===== src/rtl/usb_string_desc_streamer_if.sv =====
// EP0 IN packet-buffer stream plus the host's per-packet ACK/retry feedback.
// An item transfers on a rising clk edge where out_valid and out_ready are both high;
// once out_valid rises, out_data/out_last/out_empty hold steady until that transfer.
interface usb_string_desc_streamer_if;
   logic [7:0] out_data;
   logic       out_valid;
   logic       out_ready;
   logic       out_last;
   logic       out_empty;
   logic       pkt_ack;
   logic       pkt_retry;

   modport master (
      output out_data,
      output out_valid,
      output out_last,
      output out_empty,
      input  out_ready,
      input  pkt_ack,
      input  pkt_retry
   );

   modport slave (
      input  out_data,
      input  out_valid,
      input  out_last,
      input  out_empty,
      output out_ready,
      output pkt_ack,
      output pkt_retry
   );
endinterface


===== src/rtl/usb_string_desc_streamer.sv =====
// GET_DESCRIPTOR(STRING) data stage: reads the string ROM and streams the descriptor,
// truncated to wLength, into the EP0 IN buffer in max-packet chunks with ACK/retry and ZLP.
module usb_string_desc_streamer #(
   parameter int MAX_PACKET_SIZE = 32,
   parameter int NUM_DESCS       = 3
) (
   input  logic        clk,
   input  logic        reset_n,
   input  logic        start,
   input  logic [7:0]  setup_index,
   input  logic [15:0] setup_wlength,
   input  logic        abort,
   output logic [7:0]  str_index,
   output logic [7:0]  rom_addr,
   input  logic [7:0]  rom_length,
   input  logic [7:0]  rom_data,
   usb_string_desc_streamer_if.master bus,
   output logic        busy,
   output logic        done,
   output logic        stall,
   output logic [2:0]  dbg_state
);

   localparam int CW = $clog2(MAX_PACKET_SIZE) + 1;
   localparam logic [CW-1:0] MPS_M1   = CW'(MAX_PACKET_SIZE - 1);
   localparam logic [CW-1:0] MPS_FULL = CW'(MAX_PACKET_SIZE);
   localparam logic [7:0]    NUM_DESCS_B = 8'(NUM_DESCS);

   typedef enum logic [2:0] {
      S_IDLE     = 3'd0,
      S_LOAD     = 3'd1,
      S_SEND     = 3'd2,
      S_ZLP      = 3'd3,
      S_WAIT_ACK = 3'd4,
      S_DONE     = 3'd5,
      S_STALL    = 3'd6
   } state_t;

   state_t          state, state_n;
   logic [7:0]      str_index_q, str_index_n;
   logic [15:0]     wlength_q, wlength_n;
   logic [15:0]     total, total_n;
   logic [15:0]     remain, remain_n;
   logic [7:0]      byte_ptr, byte_ptr_n;
   logic [CW-1:0]   pkt_cnt, pkt_cnt_n;
   logic [7:0]      pkt_start_ptr, pkt_start_ptr_n;
   logic [15:0]     pkt_start_remain, pkt_start_remain_n;
   logic            zlp_sent, zlp_sent_n;

   logic [7:0]      out_data;
   logic            out_valid;
   logic            out_last;
   logic            out_empty;
   logic [15:0]     len_ext;
   logic [15:0]     clipped;

   always_ff @(posedge clk or negedge reset_n) begin
      if (!reset_n) begin
         state            <= S_IDLE;
         str_index_q      <= '0;
         wlength_q        <= '0;
         total            <= '0;
         remain           <= '0;
         byte_ptr         <= '0;
         pkt_cnt          <= '0;
         pkt_start_ptr    <= '0;
         pkt_start_remain <= '0;
         zlp_sent         <= 1'b0;
      end else begin
         state            <= state_n;
         str_index_q      <= str_index_n;
         wlength_q        <= wlength_n;
         total            <= total_n;
         remain           <= remain_n;
         byte_ptr         <= byte_ptr_n;
         pkt_cnt          <= pkt_cnt_n;
         pkt_start_ptr    <= pkt_start_ptr_n;
         pkt_start_remain <= pkt_start_remain_n;
         zlp_sent         <= zlp_sent_n;
      end
   end

   // Descriptor length clipped to the host's wLength.
   assign len_ext = {8'h00, rom_length};
   assign clipped = (len_ext < wlength_q) ? len_ext : wlength_q;

   always_comb begin
      state_n            = state;
      str_index_n        = str_index_q;
      wlength_n          = wlength_q;
      total_n            = total;
      remain_n           = remain;
      byte_ptr_n         = byte_ptr;
      pkt_cnt_n          = pkt_cnt;
      pkt_start_ptr_n    = pkt_start_ptr;
      pkt_start_remain_n = pkt_start_remain;
      zlp_sent_n         = zlp_sent;
      out_data           = 8'h00;
      out_valid          = 1'b0;
      out_last           = 1'b0;
      out_empty          = 1'b0;

      case (state)
         S_IDLE: begin
            if (start) begin
               str_index_n = setup_index;
               wlength_n   = setup_wlength;
               state_n     = S_LOAD;
            end
         end
         S_LOAD: begin
            if (str_index_q >= NUM_DESCS_B) begin
               state_n = S_STALL;
            end else begin
               total_n            = clipped;
               remain_n           = clipped;
               byte_ptr_n         = 8'h00;
               pkt_cnt_n          = '0;
               pkt_start_ptr_n    = 8'h00;
               pkt_start_remain_n = clipped;
               zlp_sent_n         = 1'b0;
               state_n            = (clipped == 16'd0) ? S_ZLP : S_SEND;
            end
         end
         S_SEND: begin
            out_valid = 1'b1;
            out_data  = rom_data;
            out_last  = (pkt_cnt == MPS_M1) || (remain == 16'd1);
            if (bus.out_ready) begin
               byte_ptr_n = byte_ptr + 8'd1;
               remain_n   = remain - 16'd1;
               pkt_cnt_n  = pkt_cnt + CW'(1);
               if (out_last) state_n = S_WAIT_ACK;
            end
         end
         S_ZLP: begin
            out_valid = 1'b1;
            out_last  = 1'b1;
            out_empty = 1'b1;
            if (bus.out_ready) begin
               zlp_sent_n = 1'b1;
               state_n    = S_WAIT_ACK;
            end
         end
         S_WAIT_ACK: begin
            if (bus.pkt_ack) begin
               pkt_start_ptr_n    = byte_ptr;
               pkt_start_remain_n = remain;
               if (remain != 16'd0) begin
                  pkt_cnt_n = '0;
                  state_n   = S_SEND;
               end else if ((pkt_cnt == MPS_FULL) && (total < wlength_q) && !zlp_sent) begin
                  // Full final packet on a short transfer: host needs a ZLP to end the stage.
                  pkt_cnt_n = '0;
                  state_n   = S_ZLP;
               end else begin
                  state_n = S_DONE;
               end
            end else if (bus.pkt_retry) begin
               byte_ptr_n = pkt_start_ptr;
               remain_n   = pkt_start_remain;
               pkt_cnt_n  = '0;
               if (zlp_sent) begin
                  zlp_sent_n = 1'b0;
                  state_n    = S_ZLP;
               end else begin
                  state_n = S_SEND;
               end
            end
         end
         S_DONE:  state_n = S_IDLE;
         S_STALL: state_n = S_STALL;
         default: state_n = S_IDLE;
      endcase

      // Abort discards the transfer entirely so the next request starts clean.
      if (abort) begin
         state_n            = S_IDLE;
         str_index_n        = '0;
         wlength_n          = '0;
         total_n            = '0;
         remain_n           = '0;
         byte_ptr_n         = '0;
         pkt_cnt_n          = '0;
         pkt_start_ptr_n    = '0;
         pkt_start_remain_n = '0;
         zlp_sent_n         = 1'b0;
      end
   end

   assign str_index     = str_index_q;
   assign rom_addr      = byte_ptr;
   assign bus.out_data  = out_data;
   assign bus.out_valid = out_valid;
   assign bus.out_last  = out_last;
   assign bus.out_empty = out_empty;
   assign busy          = (state != S_IDLE);
   assign done          = (state == S_DONE);
   assign stall         = (state == S_STALL);
   assign dbg_state     = state;

endmodule


===== src/flat_wrapper.sv =====
// flat-port wrapper written by rule: the top's interface ports become plain ports
module usb_string_desc_streamer_flat 
#(
   parameter int MAX_PACKET_SIZE = 32,
   parameter int NUM_DESCS       = 3
)
  (clk, reset_n, start, setup_index, setup_wlength, abort, str_index, rom_addr, rom_length, rom_data, busy, done, stall, dbg_state, bus_out_data, bus_out_valid, bus_out_last, bus_out_empty, bus_out_ready, bus_pkt_ack, bus_pkt_retry);
  usb_string_desc_streamer_if bus_i ();
  input  logic clk;
  input  logic reset_n;
  input  logic start;
  input  logic [7:0] setup_index;
  input  logic [15:0] setup_wlength;
  input  logic abort;
  output logic [7:0] str_index;
  output logic [7:0] rom_addr;
  input  logic [7:0] rom_length;
  input  logic [7:0] rom_data;
  output logic busy;
  output logic done;
  output logic stall;
  output logic [2:0] dbg_state;
  output wire logic [$bits(bus_i.out_data)-1:0] bus_out_data;
  output wire logic [$bits(bus_i.out_valid)-1:0] bus_out_valid;
  output wire logic [$bits(bus_i.out_last)-1:0] bus_out_last;
  output wire logic [$bits(bus_i.out_empty)-1:0] bus_out_empty;
  input wire logic [$bits(bus_i.out_ready)-1:0] bus_out_ready;
  input wire logic [$bits(bus_i.pkt_ack)-1:0] bus_pkt_ack;
  input wire logic [$bits(bus_i.pkt_retry)-1:0] bus_pkt_retry;
  assign bus_out_data = bus_i.out_data;
  assign bus_out_valid = bus_i.out_valid;
  assign bus_out_last = bus_i.out_last;
  assign bus_out_empty = bus_i.out_empty;
  assign bus_i.out_ready = bus_out_ready;
  assign bus_i.pkt_ack = bus_pkt_ack;
  assign bus_i.pkt_retry = bus_pkt_retry;
  usb_string_desc_streamer #(.MAX_PACKET_SIZE(MAX_PACKET_SIZE), .NUM_DESCS(NUM_DESCS)) u_core (.clk(clk), .reset_n(reset_n), .start(start), .setup_index(setup_index), .setup_wlength(setup_wlength), .abort(abort), .str_index(str_index), .rom_addr(rom_addr), .rom_length(rom_length), .rom_data(rom_data), .bus(bus_i), .busy(busy), .done(done), .stall(stall), .dbg_state(dbg_state));
endmodule

===== config.mk =====
export PLATFORM = sky130hd
export DESIGN_NAME = usb_string_desc_streamer_flat
export DESIGN_NICKNAME = d
export VERILOG_FILES = /design/src/rtl/usb_string_desc_streamer_if.sv /design/src/rtl/usb_string_desc_streamer.sv /design/src/flat_wrapper.sv
export SDC_FILE = /design/constraint.sdc
export NUM_CORES = 1
export LEC_CHECK = 0
export CAP_MARGIN = 20
export CELL_PAD_IN_SITES_DETAIL_PLACEMENT = 2
export CELL_PAD_IN_SITES_GLOBAL_PLACEMENT = 2
export CORE_UTILIZATION = 33
export DETAILED_ROUTE_END_ITERATION = 8
export HOLD_SLACK_MARGIN = 0.03
export PLACE_DENSITY_LB_ADDON = 0.1
export REMOVE_ABC_BUFFERS = 1
export SETUP_SLACK_MARGIN = 0.1
export SKIP_LAST_GASP = 1
export SLEW_MARGIN = 25
export SYNTH_ARGS = -nofsm -noshare
export SYNTH_HDL_FRONTEND = slang
export SYNTH_SLANG_ARGS = --single-unit

===== constraint.sdc =====
create_clock -name clk -period 3.14 [get_ports clk]
set_input_delay 0.628 -clock clk [delete_from_list [all_inputs] [get_ports clk]]
set_output_delay 0.628 -clock clk [all_outputs]
set_load 0.1 [all_outputs]

# --- Word-level counts from Yosys, hierarchy flattened ---
# Cells that the tools add are included.
word_totals:
  inputBits: 47
  regBits: 98
  out_inout_bits: 33
classes:
  n_eq_ne: 20
  muxes: 58
  n_addsub: 3
  n_reduce_logical: 22
  order_cmp: 3
ops:
  columns: ["cell", "n"]
  rows:
  - ["2-to-1 mux 16 bit", 13]
  - ["2-to-1 mux 8 bit", 11]
  - ["one-hot mux 16 bit (3 select lines)", 1]
  - ["2-to-1 mux 6 bit", 7]
  - ["one-hot mux 16 bit (2 select lines)", 1]
  - ["2-to-1 mux 3 bit", 10]
  - ["one-hot mux 8 bit (3 select lines)", 1]
  - ["inequality test 3 bit (second input constant)", 7]
  - ["AND reduction 5 bit", 4]
  - ["one-hot mux 3 bit (6 select lines)", 1]
  - ["one-hot mux 6 bit (3 select lines)", 1]
  - ["== test 16 x 1 -> 1 bit (second input constant)", 1]
  - ["logical NOT 16 bit", 1]
  - ["< comparator 16 bit", 1]
  - ["< comparator 8 x 16 -> 1 bit", 1]
  - ["one-hot mux 8 bit (2 select lines)", 1]
  - ["nonzero test 16 bit", 1]
  - ["subtractor 16 x 1 -> 16 bit (second input constant)", 1]
  - ["== test 3 bit (second input constant)", 3]
  - ["2-to-1 mux 1 bit", 9]
  - ["adder 8 x 1 -> 8 bit (second input constant)", 1]
  - ["greater-or-equal comparator 8 x 2 -> 1 bit (second input constant)", 1]
  - ["nonzero test 4 bit", 2]
  - ["adder 6 x 1 -> 6 bit (second input constant)", 1]
  - ["19 further kinds", 25]

# --- Depth between registers and ports, before layout ---
# Gate-level depths: netlist (run 1).
depth:
  ltp_word: 8
  ltp_mapped: 9
  depth_no_buf: 8

# --- Worst setup path after synthesis (run 1) ---
# No wires, ideal clock.
synth_path:
  path_kind: "register -> output"
  startpoint: "register u_core.state[2] (netlist: u_core.dbg_state[2])"
  endpoint: "output port stall"
  arrival_time_ns: 3.520
  stages_incl_launch_ff: 3
  n_path_buf: 1
  slack_ns: -1.008
  required_time_ns: 2.512
  path_cell_list: "dfrtp_1 clkbuf_1 nor3b_1"
synth_between:
  elab_chain_cells: 1
synth_lines:
  columns: ["element", "line_no", "text"]
  rows:
  - ["start: declaration", "usb_string_desc_streamer.sv:39", "state_t state, state_n;"]
  - ["start signal: assignment", "usb_string_desc_streamer.sv:70", "state <= state_n;"]
  - ["== test 3 bit", "usb_string_desc_streamer.sv:199", "assign stall = (state == S_STALL);"]
  - ["end: declaration", "flat_wrapper.sv:21", "output logic stall;"]
# No other way between the ends.

# --- Worst setup path after layout (run 1) ---
layout_path:
  startpoint: "register u_core.remain[5]"
  endpoint: "output port bus_out_last"
layout_between:
  elab_chain_cells: 3
layout_lines:
  columns: ["element", "line_no", "text"]
  rows:
  - ["start: declaration", "usb_string_desc_streamer.sv:43", "logic [15:0] remain, remain_n;"]
  - ["start signal: assignment", "usb_string_desc_streamer.sv:74", "remain <= remain_n;"]
  - ["== test 16 x 1 -> 1 bit", "usb_string_desc_streamer.sv:128", "out_last = (pkt_cnt == MPS_M1) || (remain == 16'd1);"]
  - ["logical OR 1 bit", "usb_string_desc_streamer.sv:128", null]
  - ["one-hot mux 1 bit (2 select lines)", "usb_string_desc_streamer.sv:103", "case (state)"]
  - ["end: declaration", "flat_wrapper.sv:25", "output wire logic [$bits(bus_i.out_last)-1:0] bus_out_last;"]
# No other way between the ends.

==> results of run 1 <==
per-layer routing:
layer	vias up	GRT usage, %	wire length, µm
met5	-	0	10
met4	2	9.15	428
met3	25	3.27	659
met2	97	39.2	9270
met1	2688	28.0	8630
li1	2492	-	-
flip-flops by register name, indices dropped and copies added, names as in the netlist:
signal	flops
u_core.zlp_sent	1
u_core.remain	16
u_core.str_index	8
u_core.pkt_start_remain	16
u_core.total	16
u_core.pkt_cnt	6
u_core.dbg_state	3
u_core.pkt_start_ptr	8
u_core.rom_addr	8
u_core.wlength_q	16
how the worst min path moves through the flow:
stage                                 from                     endpoint  slack, ns  cells past startpoint
2_1_floorplan                      reset_n          u_core.dbg_state[0]       0.33                      0
5_1_grt                            reset_n      u_core.pkt_start_ptr[1]       0.32                      1
4_1_cts                            reset_n      u_core.pkt_start_ptr[1]       0.31                      1
3_5_place_dp   u_core.pkt_start_remain[14]  u_core.pkt_start_remain[14]       0.48                      2
3_3_place_gp   u_core.pkt_start_remain[15]  u_core.pkt_start_remain[15]       0.46                      2
6_report                           reset_n      u_core.pkt_start_ptr[1]       0.29                      1
final cells by class:
class	instances	area, µm²	area share [%]
Multi-Input combinational cell	496	3050	42.6
Sequential cell	98	2450	34.3
Timing Repair Buffer	98	981	13.7
Tap cell	220	275	3.85
Clock buffer	10	239	3.34
Inverter	28	105	1.47
Clock inverter	5	53.8	0.752
power breakdown:
group,leakage [µW],switching (µW),internal (µW)
Sequential,0.00134,290,1470
Clock,0.000148,514,635
Combinational,0.00160,1980,997
cells by family after synthesis:
| kind of cell | Yosys count |
|---|---|
| xor gates and xnor gates | 7 |
| muxes | 10 |
| adders and majority gates | 27 |
| AOI/OAI and AO/OA | 179 |
| DFF | 98 |
| and+or+nand+nor | 273 |
| buffers and inverters | 64 |
critical path: stages (launching register included):
cell	delay, ns
dfrtp_2	0.45
or4_4	0.57
nor3_4	0.19
a31oi_2	0.14
nor2b_1	0.19
nor3_2	0.26
buf_12	0.21
metrics by stage:
stage | total power, µW | instances | worst slack (ns) | util, %
after global routing | 6250 | 955 | 0.0693 | 42.8
final | 5890 | 955 | 0.157 | 42.8
after CTS | 5900 | 954 | 0.103 | 42.6
after detailed placement | 4700 | 939 | 0.0526 | 40.8
after floorplan | 3620 | 622 | -1.57 | -
after global placement | 4590 | 939 | 0.229 | 40.8
what timing repair did:
action                     CTS  global route
gates resized for setup      3             6
setup endpoints to repair    1             1
setup buffers                0             1
hold buffers                 0             0
pin swaps                    0             2
hold endpoints to repair     0             0
cell usage after synthesis, types with 2 or more instances:
library cell | number | share of area (%)
o22ai_1 | 2 | 0.22
a22oi_1 | 7 | 0.92
and4_1 | 3 | 0.46
a21oi_2 | 2 | 0.31
and3_1 | 5 | 0.55
dfrtp_1 | 98 | 43
a21oi_1 | 52 | 4.6
xor2_1 | 5 | 0.77
nand4_1 | 2 | 0.22
o211ai_1 | 7 | 0.92
or3_1 | 5 | 0.55
nor2b_1 | 4 | 0.44
a211oi_1 | 14 | 1.8
nor2_1 | 43 | 2.8
nand2b_1 | 6 | 0.66
and2b_1 | 2 | 0.26
o21bai_1 | 2 | 0.26
mux2i_1 | 10 | 1.8
ha_1 | 27 | 5.9
or3b_1 | 2 | 0.31
a31oi_1 | 5 | 0.55
nor4_1 | 10 | 1.1
o31ai_1 | 2 | 0.26
nor3b_1 | 5 | 0.66
buf_2 | 10 | 0.88
clkbuf_1 | 22 | 1.4
a21o_1 | 4 | 0.53
o221ai_1 | 8 | 1.2
xnor2_1 | 2 | 0.31
inv_1 | 28 | 1.8
nor3_1 | 20 | 1.8
and2_1 | 18 | 2.0
a221o_1 | 5 | 0.88
nand2_1 | 127 | 8.4
buf_1 | 3 | 0.20
or4_1 | 2 | 0.26
o21ai_0 | 47 | 4.1
a31o_2 | 4 | 0.61
and3b_1 | 2 | 0.31
nand3_1 | 8 | 0.70
==> flow_summary.yaml, run 1 <==
critical_path:
  critPathLaunchType: "register"
  ff2ff_setup_slack_ns: 0.54
  reg2reg_to: "u_core.pkt_cnt[1]"
  critPathRequiredTime_ns: 2.51
  endpoint: "bus_out_last"
  reg2reg_depth: 7
  critPathKind: "register to primary output"
  rr_startpoint: "u_core.wlength_q[7]"
  cp-startpoint: "u_core.remain[5]"
  cp_max_fo: 5
  end_kind: "primary output"
  cp.arrival_ns: 2.36
job:
  cap_violations: 0
timing:
  worstMarginPinSlew_ns: 0.824
  fin_crit_sh_pct: 95.0
  maxSlewHeadroom_pct: 44.9
  timing.fmax_mhz: 335
  period_minus_slack_ns: 2.98
  setup_violations: 0
  clock_skew_ns: 0.00803
  whs_ns: 0.287
  setup_tns_ns: 0
  hold_viol_final: 0
  rsz0062_at_grt: "no"
  timing.final.max_slew_violations: 0
place:
  portBuffers: 79
  routabilityCongestion: 0.816
  placed_area_um2: 6810
  place_hpwl_um: 13700
final_layout:
  final_common_cell: "nand2_1"
  nets: 805
  diodes: 0
  area_delta_synth_final_pct: 25.6
  fin_area_um2: 7160
  fillCellCount: 1850
  mostFrequentLayoutCells: "nand2_1, dfrtp_1, a21oi_1, o21ai_0, clkdlybuf4s50_1"
  layout-drive-gt1-share_pct: 12.9
clock_tree:
  cts_buffer_depth: 2
  htree_levels: 3
  clk_pin_slew_ns: 0.07
  cts_tree: "done"
  cts_made_buffers: 9
  cts.sinks: 98
  root_buffer: "clkbuf_16"
  clock_latency_ns: 0.35
floorplanning:
  fp.dieH_um: 133
  start_util_pct: 34.1
  rows: 47
  dieArea_um2: 17800
  core_area_um2: 16700
  die_x_um: 133
  ios: 80
power:
  p_per_area_nw_per_um2: 823
  leakagePower_uw: 0.00309
  peakVddDrop_mv: 0.306
global_route:
  grt_max_degree: 57
  grt_usage_pct: 22.6
  grt_pass1_vias: 5910
  antenna_found_initial: 1
  overflow: 0
  grt_pass1_wl_um: 31500
synthesis:
  async_reset_ff_share_pct: 100
  synth-simple-area-share_pct: 23.2
  syn_area_per_cell_um2: 8.66
  synth_top_family_by_area: "simple AND/OR/NAND/NOR gates"
  synth_area_um2: 5700
  synth_adder_area_share_pct: 5.93
  ys_seq_area_share_pct: 43.0
  synth_compound_area_share_pct: 20.5
  ys_types: 68
  synth-edff-count: 0
  synth_xor_xnor_area_share_pct: 1.08
  synth_cells: 658
  synth_ff_type: "dfrtp_1"
  synth-seq-cells: 98
  synth_warnings: 0
  synth.area.mux_share_pct: 1.76
worst_hold_path:
  hp-class: "input port to asynchronous set/reset pin"
route:
  first_pass_iters: 4
  wl_per_cell_um: 19.9
  antenna_left: 0
  via_per_inst: 5.55
  vias: 5304
  route.detailed.drc: 0
  drt_wl_total_um: 19000
  drtIter0Drc: 152
outcome:
  status: "complete, no violations"
No activity file was read; power rests on OpenSTA's default activity.
==> run 2: changes to the inputs <==
--- a/config.mk
+++ b/config.mk
@@ -8,6 +8,7 @@
 export CAP_MARGIN = 20
 export CELL_PAD_IN_SITES_DETAIL_PLACEMENT = 2
 export CELL_PAD_IN_SITES_GLOBAL_PLACEMENT = 2
+export CORE_MARGIN = 10
 export CORE_UTILIZATION = 33
 export DETAILED_ROUTE_END_ITERATION = 8
 export HOLD_SLACK_MARGIN = 0.03
==> run 2 against run 1 <==
Sequential power is essentially flat; combinational power is 1% higher; critical path depth stayed put; largest power group unchanged.
==> flow_summary.yaml, run 2 (same netlist as run 1, synthesis figures left out) <==
final_layout:
  fin_util_pct: 43.0
  nets: 807
  final_common_cell: "nand2_1"
  mostFrequentLayoutCells: "nand2_1, dfrtp_1, a21oi_1, o21ai_0, clkdlybuf4s50_1"
  layout-drive-gt1-share_pct: 13.1
  diodes: 0
  area_delta_synth_final_pct: 26.3
  fin_area_um2: 7200
floorplanning:
  core_area_um2: 16800
  dieArea_um2: 22900
  die_x_um: 151
  start_util_pct: 34.0
  rows: 47
  fp.dieH_um: 151
  ios: 80
clock_tree:
  htree_levels: 3
  ctsHoldBuffers: 0
  cts_buffer_depth: 2
  root_buffer: "clkbuf_16"
  clock_latency_ns: 0.35
  cts.sinks: 98
  cts_made_buffers: 9
  clk_pin_slew_ns: 0.07
  cts_tree: "done"
critical_path:
  cpPeakStageDelay_ns: 0.44
  cpMaxStageDelayCell: "or3_1"
  end_kind: "primary output"
  critPathRequiredTime_ns: 2.51
  cp_cell_sequence: "or3_1 -> nor4_4 -> a31oi_2 -> nor2b_1 -> nor3_2 -> buf_12"
  rr_startpoint: "u_core.dbg_state[2]"
  cp-startpoint: "u_core.remain[12]"
  cp_max_fo: 5
  critPathKind: "register to primary output"
  cp.arrival_ns: 2.30
  critPathLaunchType: "register"
  reg2reg_depth: 6
power:
  combPwrFrac_pct: 50.9
  p_sw_uw: 2750
  leakagePower_uw: 0.00311
  seq_power_share_pct: 29.5
  p_per_area_nw_per_um2: 825
  peakVddDrop_mv: 0.401
  power_frac_clock_pct: 19.6
  swShare_pct: 46.3
  p_int_uw: 3190
job:
  cap_violations: 0
timing:
  period_minus_slack_ns: 2.93
  rsz0062_at_grt: "no"
  setup_violations: 0
  timing.final.max_slew_violations: 0
  maxSlewHeadroom_pct: 45.4
  worstMarginPinSlew_ns: 0.818
  fin_crit_sh_pct: 93.4
  finalWorstSetupSlack_ns: 0.208
  whs_ns: 0.327
  timing.fmax_mhz: 341
  hold_viol_final: 0
  clock_skew_ns: 0.00723
route:
  vias: 5232
  drt_wl_total_um: 19300
  drtIter0Drc: 203
  first_pass_iters: 4
  antenna_left: 0
  wl_per_cell_um: 20.2
  via_per_inst: 5.48
  route.detailed.drc: 0
global_route:
  grt_usage_pct: 17.5
  gr-usage-met2_pct: 30.3
  antenna_found_initial: 1
  busiest_layer: "met2"
  grt_pass1_wl_um: 31900
  grt_use_met1_pct: 21.9
  grt_max_degree: 54
  overflow: 0
  met3_usage_pct: 2.98
  grt_pass1_vias: 5805
outcome:
  status: "complete, no violations"
place:
  routabilityCongestion: 0.812
  place_ws_ns: 0.0419
  portBuffers: 79
  placed_area_um2: 6830
  place_hpwl_um: 14500
worst_hold_path:
  hp-class: "input port to asynchronous set/reset pin"
-- run 2: critical path: cells and delay by family, from the launching register on --
| kind | cells | cell delay [ns] |
|---|---|---|
| AO/OA/AOI/OAI | 1 | 0.16 |
| buffers and inverters | 1 | 0.21 |
| flip-flops | 1 | 0.43 |
| AND/OR/NAND/NOR | 4 | 1.15 |
-- run 2: what timing repair did --
action / 4_1_cts / 5_1_grt
pin swaps: 2 / 3
gates resized for setup: 8 / 1
endpoints found under the setup margin: 1 / 1
buffers inserted: 2 / 2
-- run 2: layer usage --
metal,vias to the layer above,part of all wire [%]
li1,2483,-
met1,2645,45
met2,85,50
met3,17,3.6
met4,2,1.1
met5,-,0.067
-- run 2: final timing paths --
kind / to / slack, ns
setup / recovery: bus_out_last / 0.21
hold / removal: u_core.rom_addr[3] / 0.33
setup reg to reg: u_core.pkt_start_remain[6] / 0.46
hold reg to reg: u_core.pkt_start_remain[3] / 0.50
max in group asynchronous: u_core.total[14] / 2.09
min in group clk: u_core.pkt_start_remain[3] / 0.50
-- run 2: cell type report --
| cell class | instances | area [µm²] |
|---|---|---|
| clock buffer | 9 | 225 |
| clock inverter | 4 | 70.1 |
| fill | 1823 | 9560 |
| inverter | 28 | 105 |
| multi-input combinational | 496 | 3050 |
| sequential | 98 | 2450 |
| tap | 220 | 275 |
| timing repair buffer | 100 | 1020 |
-- run 2: through the flow --
| step | power, µW | setup TNS (ns) | std cells |
|---|---|---|---|
| after global routing | 6350 | 0 | 955 |
| after CTS | 5970 | 0 | 953 |
| final | 5940 | 0 | 955 |
| after global placement | 4610 | 0 | 938 |
| after floorplan | 3620 | -45.57 | 622 |
| after detailed placement | 4720 | 0 | 938 |
-- run 2: power by group through the flow --
stage          registers (µW)  clock network [µW]  logic, µW
4_1_cts                  1750                1200       3020
2_1_floorplan            1960                   0       1660
3_3_place_gp             1760                   0       2850
3_5_place_dp             1770                   0       2950
5_1_grt                  1790                1260       3300
6_report                 1750                1160       3020
